[config.mk]
export PLATFORM = sky130hd
export DESIGN_NAME = pipeline_hazard_ctrl
export DESIGN_NICKNAME = d
export VERILOG_FILES = /design/src/rtl/pipeline_pkg.sv /design/src/rtl/forward_unit.sv /design/src/rtl/pipeline_hazard_ctrl.sv
export SDC_FILE = /design/constraint.sdc
export NUM_CORES = 1
export LEC_CHECK = 0
export CORE_MARGIN = 1
export CORE_UTILIZATION = 41
export CTS_CLUSTER_DIAMETER = 50
export DETAILED_ROUTE_END_ITERATION = 10
export PLACE_DENSITY = 0.79
export SKIP_CTS_REPAIR_TIMING = 1
export SYNTH_ARGS = -nofsm -noshare
export SYNTH_HDL_FRONTEND = slang
export SYNTH_SLANG_ARGS = --single-unit
[constraint.sdc]
create_clock -name clk -period 1.95 [get_ports clk]
set_input_delay 0.39 -clock clk [delete_from_list [all_inputs] [get_ports clk]]
set_output_delay 0.39 -clock clk [all_outputs]
set_load 0.01 [all_outputs]
[src/rtl/pipeline_pkg.sv]
// rtl/pipeline_pkg.sv - shared types and constants for the pipeline hazard controller
//
// Purpose: controller state encoding, forwarding-select codes and the x0
// register index, shared by the hazard controller and its forwarding units.
package pipeline_pkg;

    typedef enum logic [1:0] {
        INIT     = 2'd0,
        RUN      = 2'd1,
        MEM_WAIT = 2'd2
    } state_e;

    localparam logic [1:0] FWD_RF  = 2'b00;
    localparam logic [1:0] FWD_WB  = 2'b01;
    localparam logic [1:0] FWD_MEM = 2'b10;

    localparam logic [4:0] REG_X0 = 5'd0;

endpackage

[src/rtl/forward_unit.sv]
// rtl/forward_unit.sv - combinational forwarding select for one ALU operand
//
// Purpose: picks the ALU operand source for the Execute-stage instruction.
// Ports:
//   enable_i       forwarding active (controller out of INIT)
//   rs_e_i         source register of the Execute instruction
//   reg_write_m_i  Memory stage writes the register file
//   rd_m_i         Memory stage destination register
//   reg_write_w_i  Writeback stage writes the register file
//   rd_w_i         Writeback destination register
//   fwd_sel_o      FWD_MEM / FWD_WB / FWD_RF
module forward_unit
    import pipeline_pkg::*;
(
    input  logic       enable_i,
    input  logic [4:0] rs_e_i,
    input  logic       reg_write_m_i,
    input  logic [4:0] rd_m_i,
    input  logic       reg_write_w_i,
    input  logic [4:0] rd_w_i,
    output logic [1:0] fwd_sel_o
);

    always_comb begin
        fwd_sel_o = FWD_RF;
        if (enable_i) begin
            // The Memory stage holds the younger result, so it is checked first.
            if (reg_write_m_i && (rd_m_i != REG_X0) && (rd_m_i == rs_e_i)) begin
                fwd_sel_o = FWD_MEM;
            end else if (reg_write_w_i && (rd_w_i != REG_X0) && (rd_w_i == rs_e_i)) begin
                fwd_sel_o = FWD_WB;
            end
        end
    end

endmodule

[src/rtl/pipeline_hazard_ctrl.sv]
// rtl/pipeline_hazard_ctrl.sv - hazard and sequencing controller for a 5-stage pipeline
//
// Purpose: forwarding selects, load-use bubbles, branch flushes, data-memory
// freeze with timeout, and saturating stall/flush performance counters.
// Ports:
//   clk, rst                        clock, synchronous active-low reset
//   RS1_D, RS2_D                    Decode source registers
//   RS1_E, RS2_E, RD_E, ResultSrcE  Execute sources, destination, load flag
//   PCSrcE                          branch taken in Execute
//   RegWriteM, RD_M                 Memory stage write-back info
//   RegWriteW, RDW                  Writeback stage write-back info
//   MemReqM, MemReadyM              data-memory request / completion
//   StallF/D/E/M, FlushD/E/W        stage register controls
//   ForwardAE, ForwardBE            ALU operand selects
//   mem_err                         sticky memory-timeout flag
//   stall_cnt, flush_cnt            saturating performance counters
module pipeline_hazard_ctrl
    import pipeline_pkg::*;
#(
    parameter int MEM_TIMEOUT = 16,
    parameter int CNT_W       = 16
) (
    input  logic             clk,
    input  logic             rst,
    input  logic [4:0]       RS1_D,
    input  logic [4:0]       RS2_D,
    input  logic [4:0]       RS1_E,
    input  logic [4:0]       RS2_E,
    input  logic [4:0]       RD_E,
    input  logic             ResultSrcE,
    input  logic             PCSrcE,
    input  logic             RegWriteM,
    input  logic [4:0]       RD_M,
    input  logic             RegWriteW,
    input  logic [4:0]       RDW,
    input  logic             MemReqM,
    input  logic             MemReadyM,
    output logic             StallF,
    output logic             StallD,
    output logic             StallE,
    output logic             StallM,
    output logic             FlushD,
    output logic             FlushE,
    output logic             FlushW,
    output logic [1:0]       ForwardAE,
    output logic [1:0]       ForwardBE,
    output logic             mem_err,
    output logic [CNT_W-1:0] stall_cnt,
    output logic [CNT_W-1:0] flush_cnt
);

    localparam int WAIT_W = (MEM_TIMEOUT > 2) ? $clog2(MEM_TIMEOUT) : 1;
    localparam logic [WAIT_W-1:0] WAIT_LAST = WAIT_W'(MEM_TIMEOUT - 1);

    state_e            state_q, state_d;
    logic [WAIT_W-1:0] wait_q, wait_d;
    logic              mem_err_q, mem_err_d;
    logic [CNT_W-1:0]  stall_cnt_q, flush_cnt_q;
    logic              fwd_en;
    logic              load_use;
    logic              stall_inc, flush_inc;

    assign fwd_en   = (state_q != INIT);
    assign load_use = ResultSrcE && (RD_E != REG_X0) && ((RD_E == RS1_D) || (RD_E == RS2_D));

    forward_unit u_fwd_a (
        .enable_i      (fwd_en),
        .rs_e_i        (RS1_E),
        .reg_write_m_i (RegWriteM),
        .rd_m_i        (RD_M),
        .reg_write_w_i (RegWriteW),
        .rd_w_i        (RDW),
        .fwd_sel_o     (ForwardAE)
    );

    forward_unit u_fwd_b (
        .enable_i      (fwd_en),
        .rs_e_i        (RS2_E),
        .reg_write_m_i (RegWriteM),
        .rd_m_i        (RD_M),
        .reg_write_w_i (RegWriteW),
        .rd_w_i        (RDW),
        .fwd_sel_o     (ForwardBE)
    );

    always_comb begin
        state_d   = state_q;
        wait_d    = wait_q;
        mem_err_d = mem_err_q;
        StallF    = 1'b0;
        StallD    = 1'b0;
        StallE    = 1'b0;
        StallM    = 1'b0;
        FlushD    = 1'b0;
        FlushE    = 1'b0;
        FlushW    = 1'b0;
        unique case (state_q)
            INIT: begin
                // Hold the PC and clear the downstream stages for one cycle.
                StallF  = 1'b1;
                FlushD  = 1'b1;
                FlushE  = 1'b1;
                FlushW  = 1'b1;
                wait_d  = '0;
                state_d = RUN;
            end
            RUN: begin
                if (MemReqM && !MemReadyM) begin
                    // Freeze takes effect immediately; this cycle is the first
                    // of the wait, so the counter starts at one.
                    StallF  = 1'b1;
                    StallD  = 1'b1;
                    StallE  = 1'b1;
                    StallM  = 1'b1;
                    FlushW  = 1'b1;
                    wait_d  = WAIT_W'(1);
                    state_d = MEM_WAIT;
                end else if (PCSrcE) begin
                    // A taken branch kills the dependent instruction, so no bubble.
                    FlushD = 1'b1;
                    FlushE = 1'b1;
                end else if (load_use) begin
                    StallF = 1'b1;
                    StallD = 1'b1;
                    FlushE = 1'b1;
                end
            end
            MEM_WAIT: begin
                if (MemReadyM) begin
                    wait_d  = '0;
                    state_d = RUN;
                end else begin
                    StallF = 1'b1;
                    StallD = 1'b1;
                    StallE = 1'b1;
                    StallM = 1'b1;
                    FlushW = 1'b1;
                    if (wait_q == WAIT_LAST) begin
                        // Give up on the access rather than deadlock the core.
                        mem_err_d = 1'b1;
                        wait_d    = '0;
                        state_d   = RUN;
                    end else begin
                        wait_d = wait_q + 1'b1;
                    end
                end
            end
            default: begin
                state_d = INIT;
                wait_d  = '0;
            end
        endcase
    end

    assign stall_inc = StallF && (state_q != INIT);
    assign flush_inc = FlushE && (state_q != INIT);

    always_ff @(posedge clk) begin
        if (!rst) begin
            state_q     <= INIT;
            wait_q      <= '0;
            mem_err_q   <= 1'b0;
            stall_cnt_q <= '0;
            flush_cnt_q <= '0;
        end else begin
            state_q   <= state_d;
            wait_q    <= wait_d;
            mem_err_q <= mem_err_d;
            if (stall_inc && (stall_cnt_q != '1)) begin
                stall_cnt_q <= stall_cnt_q + 1'b1;
            end
            if (flush_inc && (flush_cnt_q != '1)) begin
                flush_cnt_q <= flush_cnt_q + 1'b1;
            end
        end
    end

    assign mem_err   = mem_err_q;
    assign stall_cnt = stall_cnt_q;
    assign flush_cnt = flush_cnt_q;

endmodule

==> impl_metrics.toml <==
[cells_and_area]
n_antenna_cell = 0
mostFrequentLayoutCells = "buf_4 (62), clkdlybuf4s50_1 (40), dfxtp_1 (34), dlymetal6s2s_1 (30), xnor2_1 (23)"
final_common_cell = "buf_4"
layout-drive-gt1-share = 0.371
nets = 524
stdcell_count = 550
area_growth_pct = 84.7

[yosys]
synth_top_flop_cell = "dfxtp_1"
yosys.area_share.simple = 0.294
synth_mux_area_frac = 0.0118
synth_area_leaders = "dfxtp_1 (31%), xnor2_1 (7.9%), a21oi_1 (5.5%)"
synthAdderAreaFrac = 0.0345
seq_area_frac_synth = 0.308
synth_edf_count = 0
yosysUniqueCellTypes = 44
synth_top_family_by_area = "simple AND/OR/NAND/NOR gates"
synth_compound_area_frac = 0.195
yosysWarnings = 0
synth_top_area_frac = 0.308
synth_top_cell_by_area = "dfxtp_1"
synthesis.area_sq_um = 2540
synth_xor_xnor_area_share = 0.114
async_reset_ff_frac = 0
ys_ff_latch = 39
syn_area_per_cell_sq_um = 8.08
netlist_instances = 314
synth_nets = 364

[clock_tree]
cts-root-buf = "clkbuf_8"
cts.sinks = 39
clk_latency_ps = 300
htreeDepth = 2
clk_pin_slew_ps = 90
cts_tree = "built"
clk_path_buf_depth = 2
cts_buffers = 5

[sta]
post-route-period-util = 1.18
skew_ps = 12.3
fmax_mhz = 435
slew-limit-headroom = 0.758
worst_pin_slew_ps = 360
setup_ws_ps = -351
period_needed_ps = 2300
rsz0062_at_grt = "true"
finalSetupViolations = 42
slew_violations = 0
hold_viol = 0

[run_status]
outcome = "finished, violations left"
failed_checks = "negative setup slack"

[detailed_routing]
via_per_inst = 5.66
dr.pass1.iters = 4
wl_per_cell_um = 16.6
drc = 0
drt_iter0_drc = 162
wl_um = 9140
detail-route-antenna-nets = 0
vias = 3115

[critical_path]
crit_fanout = 2
critPathKind = "primary input to output pin"
max_stage_delay_ps = 490
critical_path_buf_inv_count = 2
cp_slowest_cell = "or4_4"
crit_top_cell = "or4_4"
crit_required_ps = 1560
worstSetupStartpointType = "primary input"
cp-end-kind = "output pin"
cp.arrival_ps = 1910
cpLargestDelayFamily = "simple AND/OR/NAND/NOR gates"
path_cells = "clkdlybuf4s50_1, or4_4, o21ai_2, or4_4, nor4_4, buf_2"

[hold_path]
hold_path.class = "flop to flop"

[floorplan]
fp-row-count = 28
die_x_um = 80.7
coreArea_sq_um = 5960
initial_core_util = 0.426
fp.dieH_um = 80.7
io_pins = 87
die-area_sq_um = 6500

[grt]
use_met2 = 0.403
overflow = 0
grt_pass1_vias = 2720
grt_pass1_wl_um = 11600
use_met1 = 0.267
busiest_layer = "met2"
grtUsageTotal = 0.228
grt_start_max_net_pins = 20
antenna_found_initial = 0
met3_usage = 0.0466

[pwr]
power_density_nw_per_um2 = 517
peakVddDrop_v = 0.000297
p_leak_nw = 1.98

[placed_design]
dp_hpwl_um = 5790
portBuffers = 86
placed_cells = 528
post-place-ws_ps = -910
gp_congestion = 0.934

[run]
cap_violations = 0
-- registers in the layout (all words and copies together), names as in the netlist --
| register | flops |
|---|---|
| stall_cnt | 16 |
| flush_cnt | 16 |
| wait_q | 4 |
| mem_err | 1 |
| state_q | 2 |
-- where the power goes --
group          internal (mW)  total, mW  switching, mW
logic                  0.477      0.869          0.393
clock network          0.415      0.727          0.312
registers              0.810      0.825         0.0147
-- metrics by stage --
stage | setup TNS [ps] | total power [mW] | util | instance area, sq um | hold slack [ps]
floorplan | -11.3 | 1.12 | - | 2610 | 472
global placement | -23230 | 1.45 | 0.670 | 3990 | 476
detailed placement | -25020 | 1.47 | 0.670 | 3990 | 484
CTS | -15680 | 2.18 | 0.690 | 4110 | 502
global route | -10010 | 2.51 | 0.787 | 4680 | 532
finish | -7740 | 2.42 | 0.787 | 4680 | 509
-- final timing paths --
| path | startpoint | endpoint | slack [ps] | cells past startpoint |
|---|---|---|---|---|
| setup / recovery | RDW[2] | ForwardBE[0] | -350 | 6 |
| hold / removal | mem_err | mem_err | 510 | 1 |
| setup reg to reg | state_q[1] | flush_cnt[15] | -270 | 11 |
| hold reg to reg | mem_err | mem_err | 510 | 1 |
-- final cells by class --
type / instances / area [sq um]
multi-input combinational: 255 / 2050
tap: 75 / 93.8
timing repair buffer: 165 / 1600
clock inverter: 2 / 35.0
fill: 375 / 1270
inverter: 8 / 30.0
clock buffer: 6 / 82.6
sequential: 39 / 792
-- routing by layer --
metal,routed length [um],share of wire,vias to the layer above
met3,469,0.051,27
met4,295,0.032,0
met1,3620,0.40,1495
li1,-,-,1473
met2,4750,0.52,120
met5,0,0,-
-- kinds of logic (layout without fill, tap and decap cells) --
kind of cell               after synthesis  count (layout)
DFF                                     39              39
xor gates and xnor gates                33              33
adders and majority gates                7               7
AOI/OAI and AO/OA                       79              79
muxes                                    3               3
and+or+nand+nor                        133             133
buffers and inverters                   20             181
-- synth_stat cells, types with 7 or more instances --
master,n
dfxtp_1,39
a21oi_1,28
xnor2_1,23
nand2_1,21
nand3_1,20
or3_1,19
nor2_1,16
o21ai_1,14
o21ai_0,11
or4_1,10
xor2_1,10
and3_1,9
inv_1,8
ha_1,7
o31ai_1,7
Note: power is estimated with default switching activity, not from simulation.
